==> src/rtl/lf_add_pkg.sv <==
// Shared definitions for the Ladner-Fischer add scheduler.
//   WORD_W  : datapath word width (one operand word per accepted pair)
//   MAX_REQ : widest requester vector the round-robin helper handles
//   state_t : scheduler FSM state
//   black   : prefix combine cell on {g,p} pairs
//   rr_pick : round-robin winner search starting just above last_grant
package lf_add_pkg;

    localparam int WORD_W  = 32;
    localparam int MAX_REQ = 8;

    typedef enum logic {IDLE, BURST} state_t;

    // {g,p} combine: hi spans the more significant bits, lo the less significant.
    function automatic logic [1:0] black(input logic [1:0] hi, input logic [1:0] lo);
        return {hi[1] | (hi[0] & lo[1]), hi[0] & lo[0]};
    endfunction

    // First set bit of valid, searching upward from last_grant+1 and wrapping
    // at nreq. Returns last_grant unchanged when nothing is valid.
    function automatic logic [2:0] rr_pick(input logic [MAX_REQ-1:0] valid,
                                           input logic [2:0]         last_grant,
                                           input int                 nreq);
        logic [2:0] win;
        logic       found;
        int         idx;
        win   = last_grant;
        found = 1'b0;
        for (int k = 1; k <= MAX_REQ; k++) begin
            idx = (int'(last_grant) + k) % nreq;
            if (k <= nreq && !found && valid[idx]) begin
                win   = 3'(idx);
                found = 1'b1;
            end
        end
        return win;
    endfunction

endpackage

==> src/rtl/lf_add32_cin.sv <==
// Combinational 32-bit Ladner-Fischer (minimum-depth) prefix adder with carry-in.
//   a, b : operands
//   cin  : carry-in, injected as the generate of bit position -1
//   sum  : a + b + cin, low 32 bits
//   cout : carry out of bit 31
module lf_add32_cin
    import lf_add_pkg::*;
(
    input  logic [WORD_W-1:0] a,
    input  logic [WORD_W-1:0] b,
    input  logic              cin,
    output logic [WORD_W-1:0] sum,
    output logic              cout
);

    // Node 0 carries cin, node i (1..32) holds bit i-1. After the prefix tree
    // node i's generate is the carry into bit i.
    localparam int N  = WORD_W + 1;
    localparam int LV = $clog2(N);

    logic [1:0]        pf [N];
    logic [WORD_W-1:0] prop;

    always_comb begin
        prop = a ^ b;
        pf[0] = {cin, 1'b0};
        for (int i = 1; i < N; i++)
            pf[i] = {a[i-1] & b[i-1], prop[i-1]};
        // At level lv, nodes with bit lv set absorb the top node of the block
        // just below them; that node has bit lv clear and is untouched this
        // level, so updating in place is safe.
        for (int lv = 0; lv < LV; lv++)
            for (int k = 0; k < N; k++)
                if (((k >> lv) & 1) == 1)
                    pf[k] = black(pf[k], pf[((k >> lv) << lv) - 1]);
        for (int i = 0; i < WORD_W; i++)
            sum[i] = prop[i] ^ pf[i][1];
        cout = pf[N-1][1];
    end

endmodule

==> src/rtl/lf_add_sched.sv <==
// Round-robin scheduler sharing one 32-bit prefix adder among NREQ requesters.
// A granted requester streams a burst of word pairs, LS word first; the carry is
// chained across the burst and one result word is registered per accepted pair.
//   clk, rst_n             : clock, synchronous active-low reset
//   req_valid/ready        : per-requester word handshake
//   req_a, req_b           : packed operands, requester i at [32i+31:32i]
//   req_last               : final (most significant) word of a burst
//   req_sub                : subtract burst, sampled on the first word
//                            (present only with LFADD_SUB_EN defined)
//   res_valid/ready        : result handshake
//   res_sum/cout/last/id   : result word, its carry out, burst end, owner
// Optional feature macro: LFADD_SUB_EN (burst-wide A-B).
module lf_add_sched
    import lf_add_pkg::*;
#(
    parameter int NREQ = 4,
    parameter int IDW  = 2
) (
    input  logic                   clk,
    input  logic                   rst_n,
    input  logic [NREQ-1:0]        req_valid,
    input  logic [NREQ*WORD_W-1:0] req_a,
    input  logic [NREQ*WORD_W-1:0] req_b,
    input  logic [NREQ-1:0]        req_last,
`ifdef LFADD_SUB_EN
    input  logic [NREQ-1:0]        req_sub,
`endif
    output logic [NREQ-1:0]        req_ready,
    output logic                   res_valid,
    input  logic                   res_ready,
    output logic [WORD_W-1:0]      res_sum,
    output logic                   res_cout,
    output logic                   res_last,
    output logic [IDW-1:0]         res_id
);

    state_t            state;
    logic [IDW-1:0]    grant;
    logic [IDW-1:0]    last_grant;
    logic              carry_reg;

    logic [WORD_W-1:0] sel_a, sel_b, b_op;
    logic              sel_last, cin, slot_free, accept;
    logic [WORD_W-1:0] add_sum;
    logic              add_cout;
    logic [2:0]        winner;

    assign sel_a     = req_a[int'(grant)*WORD_W +: WORD_W];
    assign sel_b     = req_b[int'(grant)*WORD_W +: WORD_W];
    assign sel_last  = req_last[grant];
    // The result slot is free when empty or being drained this cycle.
    assign slot_free = !res_valid || res_ready;
    assign accept    = (state == BURST) && req_valid[grant] && slot_free;
    assign winner    = rr_pick(MAX_REQ'(req_valid), 3'(last_grant), NREQ);

`ifdef LFADD_SUB_EN
    logic first_reg, sub_reg, sub_eff;
    // Mode comes straight from the requester on the first word, then is held.
    assign sub_eff = first_reg ? req_sub[grant] : sub_reg;
    assign b_op    = sel_b ^ {WORD_W{sub_eff}};
    assign cin     = first_reg ? sub_eff : carry_reg;
`else
    assign b_op    = sel_b;
    assign cin     = carry_reg;
`endif

    always_comb begin
        req_ready = '0;
        if (state == BURST)
            req_ready[grant] = slot_free;
    end

    lf_add32_cin u_add (
        .a    (sel_a),
        .b    (b_op),
        .cin  (cin),
        .sum  (add_sum),
        .cout (add_cout)
    );

    always_ff @(posedge clk) begin
        if (!rst_n) begin
            state      <= IDLE;
            grant      <= '0;
            last_grant <= IDW'(NREQ - 1);
            carry_reg  <= 1'b0;
            res_valid  <= 1'b0;
            res_sum    <= '0;
            res_cout   <= 1'b0;
            res_last   <= 1'b0;
            res_id     <= '0;
`ifdef LFADD_SUB_EN
            first_reg  <= 1'b0;
            sub_reg    <= 1'b0;
`endif
        end else begin
            if (accept) begin
                res_valid <= 1'b1;
                res_sum   <= add_sum;
                res_cout  <= add_cout;
                res_last  <= sel_last;
                res_id    <= grant;
            end else if (res_ready) begin
                res_valid <= 1'b0;
            end

            case (state)
                IDLE: begin
                    // Arbitration ignores the result slot; the stall happens
                    // through req_ready once in BURST.
                    if (|req_valid) begin
                        grant     <= IDW'(winner);
                        carry_reg <= 1'b0;
                        state     <= BURST;
`ifdef LFADD_SUB_EN
                        first_reg <= 1'b1;
`endif
                    end
                end
                BURST: begin
                    if (accept) begin
                        carry_reg <= add_cout;
`ifdef LFADD_SUB_EN
                        first_reg <= 1'b0;
                        sub_reg   <= sub_eff;
`endif
                        if (sel_last) begin
                            carry_reg  <= 1'b0;
                            last_grant <= grant;
                            state      <= IDLE;
                        end
                    end
                end
                default: state <= IDLE;
            endcase
        end
    end

endmodule

==> config.mk <==
export PLATFORM = sky130hd
export DESIGN_NAME = lf_add_sched
export DESIGN_NICKNAME = d
export VERILOG_FILES = /design/src/rtl/lf_add_pkg.sv /design/src/rtl/lf_add32_cin.sv /design/src/rtl/lf_add_sched.sv
export SDC_FILE = /design/constraint.sdc
export NUM_CORES = 1
export LEC_CHECK = 0
export CAP_MARGIN = 40
export CORE_MARGIN = 1.5
export CORE_UTILIZATION = 30
export CTS_CLUSTER_SIZE = 16
export DETAILED_ROUTE_END_ITERATION = 8
export PLACE_DENSITY = 0.7
export SLEW_MARGIN = 20
export SYNTH_ARGS = -nofsm -noshare
export SYNTH_HDL_FRONTEND = slang
export SYNTH_SLANG_ARGS = --single-unit
==> constraint.sdc <==
create_clock -name clk -period 4.95 [get_ports clk]
set_clock_uncertainty 0.05 [all_clocks]
set_input_delay 0.495 -clock clk [delete_from_list [all_inputs] [get_ports clk]]
set_output_delay 0.495 -clock clk [all_outputs]
set_load 0.01 [all_outputs]
==> results.yml, run 1 <==
grt:
  largest_net_degree_at_the_start_of_global_routing: 41
  grt.total_usage: 0.201
  grt.met3_usage: 0.0287
  grt_util_met1: 0.231
  first_global_vias: 5190
  groute.layer.met2.usage: 0.390
  busiest_layer: "met2"
  grt_antenna_before_repair: 0
  gr-total-overflow: 0
  grt_pass1_wl_mm: 25.8
synthesis:
  synth_commonest_cells: "mux4_2 (66), dfxtp_1 (43), nand2_1 (36), a21oi_1 (32), ha_1 (30)"
  synthFlopType: "dfxtp_1"
  synthMostInstantiatedCell: "mux4_2"
  mappedNetlistNets: 747
  synth-edff-count: 0
  synth_top_cell_area_share: 0.326
  synthArstFlopShare: 0
  synth-seq-area-share: 0.189
  yosys-top-cells-area: "mux4_2 (33%), dfxtp_1 (19%), ha_1 (8.2%)"
  postSynthRegisterBits: 43
  mapped_avg_cell_area_um2: 10.3
  synth.largest_area_cell: "mux4_2"
  ys_warn_count: 0
  synth_cell_types: 60
  mappedNetlistArea_um2: 4560
  syn-instance-count: 444
worst_setup_path:
  timing.critical_path.fanout_max: 40
  r2r-start: "grant[0]$_SDFFE_PN0P_"
  ff2ff_path_depth: 13
  critical_path.startpoint_type: "flop"
  critPathRequiredTime_ns: 5.13
  startpoint: "grant[0]$_SDFFE_PN0P_"
  worstSetupPathType: "flop to flop"
  worst_r2r_endpoint: "carry_reg$_SDFFE_PN0P_"
  critPathCaptureType: "flop"
  regToRegSetupSlack_ns: 0.93
  crit_path_dat_ns: 4.20
  worstSetupEndpoint: "carry_reg$_SDFFE_PN0P_"
floorplan:
  fp.coreArea_um2: 14700
  die-width_um: 126
  initial_utilization: 0.310
  core.rowCount: 44
  floorplan_die_height_um: 126
  pin_count: 308
  die_area_um2: 16000
place:
  io_buffer_count: 307
  place_ws_ns: 0.723
  place.gp.congestion: 0.803
  hpwl_mm: 13.7
  numPlacedInstances: 915
layout:
  layout-area-overhead-vs-synth_pct: 76.4
  post_layout_nonfiller_instances: 923
  num-nets-final: 1041
  antennaDiodeCount: 0
  fraction_of_final_layout_cells_with_drive_strength_greater_than_1: 0.145
  largest_register_ffs: 32
  max_flop_register: "res_sum"
  fillers: 1292
sta:
  fmaxAchievable_mhz: 249
  worst_slew_pin_slew_ns: 0.444
  final_max_slew_viol_count: 0
  tns_ns: 0
  final_hold_violation_count: 0
  finalCriticalPeriod_ns: 4.02
  fin_crit_sh: 0.812
  final-setup-viol-count: 0
  final.setup.worst_slack_ns: 0.929
  setup_repair_after_global_routing_missed_its_margin: "false"
  timing.max_slew.rel_slack: 0.703
route:
  detail_route.drc_violations: 0
  detail_route.iter0.violations: 228
  drt_pre_antenna_iters: 4
  final_antenna_net_count: 0
  route.detailed.vias_per_inst: 5.22
  postRouteWirelength_mm: 16.2
  post_drt_wl_per_cell_um: 17.6
  dr_total_vias: 4820
pwr:
  ir_worst_vdd_mv: 0.115
  power.leakage_nw: 2.88
  power.density_nw_per_um2: 240
clock_tree:
  worst_setup_hold_path_clk_slew_ns: 0.07
  cts_num_sinks: 43
  cts.path.max_buffers: 2
  tritoncts.num_buffers: 5
  postCtsResizedCells: 0
  worstSkewPairLatency_ns: 0.28
  htree_num_levels: 2
  post-cts-setup-buffer-count: 0
  tritoncts: "done"
  cts.hold.buffers_added: 0
  master_cell_of_the_clock_root_buffer: "clkbuf_16"
run:
  cap_viol_max_count: 0
run_status:
  run_status: "finished clean"
hold_path:
  hp-class: "flop to flop"
==> logic make-up after synthesis <==
logic type / after synthesis / synth area share
multiplexers: 70 / 0.335
XOR/XNOR: 13 / 0.0250
AO/OA/AOI/OAI: 99 / 0.148
flip-flops: 43 / 0.189
adder cells (fa/ha/maj): 36 / 0.109
buffers and inverters: 48 / 0.0442
AND/OR/NAND/NOR: 135 / 0.151
==> cell type report <==
type / count / area [µm²] / share of cell area
well taps: 184 / 230 / 0.0286
clock buffers: 5 / 125 / 0.0156
repair buffers: 318 / 3230 / 0.402
multi-input cells: 353 / 3500 / 0.435
clock inverters: 3 / 25.0 / 0.00311
flip-flops and latches: 43 / 866 / 0.108
inverters: 17 / 63.8 / 0.00793
==> layout by cell type (no fill, tap or decap), types with 6 or more instances in the layout <==
cell / synthesis / layout
clkdlybuf4s50_1: 0 / 307
mux4_2: 66 / 66
dfxtp_1: 43 / 41
nand2_1: 36 / 35
a21oi_1: 32 / 32
ha_1: 30 / 30
nor2_1: 29 / 29
nand3_1: 20 / 20
inv_1: 16 / 16
o21ai_0: 12 / 12
nor3_1: 11 / 11
a211oi_1: 9 / 9
xnor2_1: 9 / 9
nand2b_1: 7 / 7
a21o_1: 6 / 6
fa_1: 6 / 6
==> worst min-delay path by stage <==
| stage | cells after the start | slack (ns) | to | from |
|---|---|---|---|---|
| detailed placement | 2 | 0.40 | res_sum[5]$_SDFFE_PN0P_ | res_sum[5]$_SDFFE_PN0P_ |
| floorplan | 2 | 0.42 | last_grant[0]$_SDFFE_PN1P_ | last_grant[0]$_SDFFE_PN1P_ |
| global route | 2 | 0.43 | res_sum[3]$_SDFFE_PN0P_ | res_sum[3]$_SDFFE_PN0P_ |
| global placement | 2 | 0.39 | res_sum[5]$_SDFFE_PN0P_ | res_sum[5]$_SDFFE_PN0P_ |
| CTS | 2 | 0.41 | res_sum[11]$_SDFFE_PN0P_ | res_sum[11]$_SDFFE_PN0P_ |
| finish | 2 | 0.40 | res_sum[11]$_SDFFE_PN0P_ | res_sum[11]$_SDFFE_PN0P_ |
==> critical path: stages, from the launching register on <==
cell and delay (ns):
dfxtp_4 0.38, buf_12 0.26, mux4_2 0.56, ha_1 0.39
and4_4 0.27, nand4_2 0.11, or2_4 0.26, nor4_2 0.31
a211oi_2 0.13, a21oi_2 0.19, a21oi_1 0.11, fa_1 0.45
nor4b_1 0.31, o21a_1 0.15
==> metrics by stage <==
| step | util | hold WS, ns | power (mW) | area [µm²] |
|---|---|---|---|---|
| 2_1_floorplan | - | 0.423 | 1.12 | 4560 |
| 3_3_place_gp | 0.534 | 0.393 | 1.57 | 7850 |
| 3_5_place_dp | 0.537 | 0.398 | 1.60 | 7900 |
| 4_1_cts | 0.547 | 0.409 | 1.95 | 8050 |
| 5_1_grt | 0.547 | 0.429 | 2.07 | 8050 |
| 6_report | 0.547 | 0.401 | 1.93 | 8050 |
==> power by group <==
group	internal [mW]	switching, mW	total, mW
clock	0.189	0.149	0.338
sequential	0.391	0.0288	0.420
combinational	0.654	0.517	1.17
==> per-layer routing <==
metal / vias to the layer above / share of wire
li1: 2316 / -
met1: 2258 / 0.38
met2: 234 / 0.54
met3: 12 / 0.068
met4: 0 / 0.013
met5: - / 0
Power figures use the tool's default switching activity.
==> run 2, diff against run 1 <==
==> constraint.sdc (replaced) <==
create_clock -name clk -period 3.7 [get_ports clk]
set_clock_uncertainty 0.05 [all_clocks]
set_input_delay 0.37 -clock clk [delete_from_list [all_inputs] [get_ports clk]]
set_output_delay 0.37 -clock clk [all_outputs]
set_load 0.01 [all_outputs]
==> results.yml, run 2 (synthesis results as in run 1) <==
worst_setup_path:
  crit_family: "compound AO/OA/AOI/OAI gates"
  worstSetupPathType: "flop to flop"
  timing.critical_path.fanout_max: 6
  r2r-start: "grant[0]$_SDFFE_PN0P_"
  cp_cell_sequence: "buf_12, buf_6, mux4_2, ha_1, nand2_2, o21ai_2, a221oi_4, nor4_4, a211oi_2, a21oi_2, a21oi_2, fa_2, a211oi_2"
  critPathCaptureType: "flop"
  critPathRequiredTime_ns: 3.86
  cp_slowest_cell: "mux4_2"
  crit_path_dat_ns: 3.75
  startpoint: "grant[0]$_SDFFE_PN0P_"
  cp.buffers_inverters: 2
  worst_path_largest_cell_delay_ns: 0.51
  critical_path.startpoint_type: "flop"
clock_tree:
  cts_num_sinks: 43
  htree_num_levels: 2
  worst_setup_hold_path_clk_slew_ns: 0.06
  worstSkewPairLatency_ns: 0.28
  master_cell_of_the_clock_root_buffer: "clkbuf_16"
  cts.path.max_buffers: 2
  tritoncts: "done"
  cts.hold.buffers_added: 0
  tritoncts.num_buffers: 5
pwr:
  p_comb_frac: 0.628
  sw_ratio: 0.336
  power.net_switching_mw: 1.02
  clkPwrFrac: 0.187
  power.density_nw_per_um2: 345
  internal_power_mw: 2.02
  seqPwrFrac: 0.185
  ir_worst_vdd_mv: 0.181
  power.leakage_nw: 3.23
  fin_total_pwr_mw: 3.04
route:
  detail_route.iter0.violations: 260
  postRouteWirelength_mm: 17.8
  detail_route.drc_violations: 0
  dr_total_vias: 5183
  drt_pre_antenna_iters: 4
  final_antenna_net_count: 0
  route.detailed.vias_per_inst: 5.27
  post_drt_wl_per_cell_um: 18.1
layout:
  finalCoreUtilization: 0.598
  fillers: 1234
  num-nets-final: 1102
  max_flop_register: "res_sum"
  fraction_of_final_layout_cells_with_drive_strength_greater_than_1: 0.238
  most_frequent_standard_cell_in_the_layout_excluding_fill_and_tap_cells: "clkdlybuf4s50_1"
  antennaDiodeCount: 0
  largest_register_ffs: 32
  post-route-cell-area_um2: 8800
  final_cell_mix: "clkdlybuf4s50_1 (307), mux4_2 (66), buf_4 (59)"
  layout-area-overhead-vs-synth_pct: 92.8
sta:
  setup_repair_after_global_routing_missed_its_margin: "true"
  final.setup.worst_slack_ns: 0.104
  finalCriticalPeriod_ns: 3.60
  tns_ns: 0
  final-setup-viol-count: 0
  final_max_slew_viol_count: 0
  final_hold_violation_count: 0
  timing.max_slew.rel_slack: 0.598
  fmaxAchievable_mhz: 278
  worst_slew_pin_slew_ns: 0.600
  fin_crit_sh: 0.972
place:
  place_area_um2: 8260
  io_buffer_count: 307
  place.gp.congestion: 0.799
  hpwl_mm: 14.7
  place_ws_ns: -0.312
grt:
  largest_net_degree_at_the_start_of_global_routing: 35
  grt_pass1_wl_mm: 27.3
  gr-total-overflow: 0
  grt.total_usage: 0.216
  first_global_vias: 5492
  grt_antenna_before_repair: 0
floorplan:
  fp.coreArea_um2: 14700
  die-width_um: 126
  initial_utilization: 0.310
  pin_count: 308
  core.rowCount: 44
  floorplan_die_height_um: 126
  die_area_um2: 16000
hold_path:
  hp-class: "flop to flop"
  hold_path_startpoint: "res_sum[5]$_SDFFE_PN0P_"
run_status:
  run_status: "finished clean"
run:
  cap_viol_max_count: 0
## run 2: changes by cell type in the layout (fill, tap and decap cells not counted), sizes merged
cell / previous run / this run
clkbuf: 5 / 6
bufinv: 0 / 2
clkinvlp: 1 / 0
clkinv: 3 / 1
buf: 11 / 72
## run 2: routing by layer
| metal | up-vias | routed length, µm | track usage |
|---|---|---|---|
| li1 | 2446 | - | - |
| met1 | 2492 | 6860 | 0.241 |
| met2 | 219 | 9560 | 0.425 |
| met3 | 26 | 980 | 0.0299 |
| met4 | 0 | 377 | 0.0656 |
| met5 | - | 0 | 0 |
## run 2: power groups by stage
stage | clock, mW | combinational (mW) | sequential (mW)
3_3_place_gp | 0 | 1.70 | 0.568
4_1_cts | 0.584 | 1.84 | 0.561
6_report | 0.567 | 1.91 | 0.561
3_5_place_dp | 0 | 1.75 | 0.570
5_1_grt | 0.603 | 2.07 | 0.568
2_1_floorplan | 0 | 0.925 | 0.586
## run 2: final timing paths
| check | endpoint | slack [ns] | depth (start not counted) |
|---|---|---|---|
| setup / recovery | res_sum[31]$_SDFFE_PN0P_ | 0.10 | 13 |
| hold / removal | res_sum[5]$_SDFFE_PN0P_ | 0.40 | 2 |
| setup reg to reg | res_sum[31]$_SDFFE_PN0P_ | 0.10 | 13 |
| hold reg to reg | res_sum[5]$_SDFFE_PN0P_ | 0.40 | 2 |
## run 2: through the flow
stage / cells / hold WS (ns)
5_1_grt: 984 / 0.432
2_1_floorplan: 444 / 0.423
3_3_place_gp: 965 / 0.390
3_5_place_dp: 966 / 0.397
6_report: 984 / 0.403
4_1_cts: 979 / 0.404
## run 2: worst register-to-register path, cell delays in order, from the launching register on
cell and delay [ns]:
dfxtp_4 0.39, buf_12 0.14, buf_6 0.15, mux4_2 0.51, ha_1 0.35, nand2_2 0.11
o21ai_2 0.07, a221oi_4 0.41, nor4_4 0.09, a211oi_2 0.29, a21oi_2 0.11, a21oi_2 0.18
fa_2 0.45, a211oi_2 0.20
## run 2: final cells by class
cell class                      count  area, µm²  area share
Sequential cell                    43        868      0.0987
Timing Repair Buffer              379       3730       0.425
Clock inverter                      2       60.1     0.00683
Clock buffer                        6        129      0.0146
Tap cell                          184        230      0.0262
Inverter                           17       63.8     0.00725
Multi-Input combinational cell    353       3710       0.422
## run 2: what timing repair did
action / in CTS / in global routing
resized for setup: 22 / 20
setup buffers: 4 / 6
cloned: 1 / 0
pin swaps: 11 / 16
setup endpoints to repair: 3 / 5
==> run 3, diff against run 2 <==
--- a/config.mk
+++ b/config.mk
@@ -5,7 +5,7 @@
 export SDC_FILE = /design/constraint.sdc
 export NUM_CORES = 1
 export LEC_CHECK = 0
-export CAP_MARGIN = 40
+export CAP_MARGIN = 20
 export CORE_MARGIN = 1.5
 export CORE_UTILIZATION = 30
 export CTS_CLUSTER_SIZE = 16
==> results.yml, run 3 (synthesis results as in run 1) <==
floorplan:
  initial_utilization: 0.310
  die-width_um: 126
  fp.coreArea_um2: 14700
  core.rowCount: 44
  floorplan_die_height_um: 126
  die_area_um2: 16000
  pin_count: 308
layout:
  antennaDiodeCount: 0
  most_frequent_standard_cell_in_the_layout_excluding_fill_and_tap_cells: "clkdlybuf4s50_1"
  fraction_of_final_layout_cells_with_drive_strength_greater_than_1: 0.230
  final_cell_mix: "clkdlybuf4s50_1 (307), mux4_2 (66), buf_4 (59)"
  post-route-cell-area_um2: 8710
  layout-area-overhead-vs-synth_pct: 90.9
  largest_register_ffs: 32
  max_flop_register: "res_sum"
  num-nets-final: 1098
place:
  place.gp.congestion: 0.799
  io_buffer_count: 307
  hpwl_mm: 14.6
  place_ws_ns: -0.295
  place_area_um2: 8230
grt:
  first_global_vias: 5372
  grt_pass1_wl_mm: 26.5
  largest_net_degree_at_the_start_of_global_routing: 47
  grt_antenna_before_repair: 0
  grt.total_usage: 0.209
  gr-total-overflow: 0
sta:
  timing.max_slew.rel_slack: 0.387
  fin_crit_sh: 0.963
  final_max_slew_viol_count: 0
  final_hold_violation_count: 0
  fmaxAchievable_mhz: 281
  setup_repair_after_global_routing_missed_its_margin: "true"
  final.setup.worst_slack_ns: 0.135
  final-setup-viol-count: 0
  whs_ns: 0.403
  finalCriticalPeriod_ns: 3.56
  worst_slew_pin_slew_ns: 0.916
worst_setup_path:
  cp_slowest_cell: "mux4_2"
  crit_family: "simple AND/OR/NAND/NOR gates"
  timing.critical_path.fanout_max: 7
  critical_path.startpoint_type: "flop"
  cp.buffers_inverters: 2
  timing.critical_path.mode_cell: "a21oi_2"
  worstSetupPathType: "flop to flop"
  critPathRequiredTime_ns: 3.88
  cp_cell_sequence: "buf_12, buf_8, mux4_2, ha_1, nand2_1, nor3_2, a221oi_4, nor4_4, a211oi_2, a21oi_2, a21oi_2, fa_2, nor4b_2, o21a_1"
  critPathCaptureType: "flop"
  crit_path_dat_ns: 3.74
  worst_path_largest_cell_delay_ns: 0.50
run_status:
  run_status: "finished clean"
route:
  drt_pre_antenna_iters: 4
  postRouteWirelength_mm: 17.7
  dr_total_vias: 5117
  final_antenna_net_count: 0
  detail_route.iter0.violations: 202
  post_drt_wl_per_cell_um: 18.0
  route.detailed.vias_per_inst: 5.22
  detail_route.drc_violations: 0
clock_tree:
  tritoncts: "done"
  cts.hold.buffers_added: 0
  cts_num_sinks: 43
  tritoncts.num_buffers: 5
  cts.path.max_buffers: 2
  htree_num_levels: 2
  worst_setup_hold_path_clk_slew_ns: 0.06
  master_cell_of_the_clock_root_buffer: "clkbuf_16"
  worstSkewPairLatency_ns: 0.28
pwr:
  power.density_nw_per_um2: 346
  ir_worst_vdd_mv: 0.176
  fin_total_pwr_mw: 3.01
  power.leakage_nw: 3.21
run:
  cap_viol_max_count: 0
hold_path:
  hp-class: "flop to flop"
==> run 3: worst paths after layout <==
| path | cells past startpoint | startpoint | end | slack, ns |
|---|---|---|---|---|
| worst min-delay path | 2 | res_sum[6]$_SDFFE_PN0P_ | res_sum[6]$_SDFFE_PN0P_ | 0.40 |
| worst max register to register | 14 | grant[0]$_SDFFE_PN0P_ | carry_reg$_SDFFE_PN0P_ | 0.14 |
| worst min register to register | 2 | res_sum[6]$_SDFFE_PN0P_ | res_sum[6]$_SDFFE_PN0P_ | 0.40 |
| worst max-delay path | 14 | grant[0]$_SDFFE_PN0P_ | carry_reg$_SDFFE_PN0P_ | 0.14 |
==> run 3: per-layer routing <==
| layer | vias up | part of all wire | global-route usage |
|---|---|---|---|
| met2 | 213 | 0.54 | 0.416 |
| li1 | 2437 | - | - |
| met4 | 0 | 0.022 | 0.0629 |
| met1 | 2447 | 0.38 | 0.230 |
| met3 | 20 | 0.057 | 0.0278 |
| met5 | - | 0 | 0 |
==> run 3: layout make-up <==
cell class,count,area (µm²)
clock buffers,6,129
clock inverters,2,60.1
fillers,1256,5990
inverters,17,63.8
multi-input cells,353,3690
flip-flops and latches,43,868
well taps,184,230
repair buffers,375,3670
==> run 3: worst reg2reg max path, cell delays in order, from the launching register on <==
cell and delay, ns:
dfxtp_4 0.41, buf_12 0.16, buf_8 0.15, mux4_2 0.51
ha_1 0.33, nand2_1 0.11, nor3_2 0.29, a221oi_4 0.14
nor4_4 0.28, a211oi_2 0.07, a21oi_2 0.18, a21oi_2 0.09
fa_2 0.35, nor4b_2 0.27, o21a_1 0.14
==> run 3: power by group <==
group / internal, mW / leakage, nW / switching, mW
registers: 0.524 / 0.353 / 0.0384
logic: 1.09 / 2.76 / 0.792
clock network: 0.387 / 0.0911 / 0.181
==> run 3: repair_timing <==
action	in CTS	in global routing
buffers inserted	2	4
resized for setup	12	23
setup endpoints to repair	3	5
pin swaps	5	12
gates cloned	0	1
==> run 3: metrics by stage <==
| step | TNS [ns] | util | std cells |
|---|---|---|---|
| after CTS | -0.0105 | 0.579 | 975 |
| after global placement | -0.394 | 0.560 | 965 |
| after floorplan | -0.0423 | - | 444 |
| after global routing | -0.0998 | 0.593 | 980 |
| after detailed placement | -0.678 | 0.560 | 965 |
| final | 0 | 0.593 | 980 |
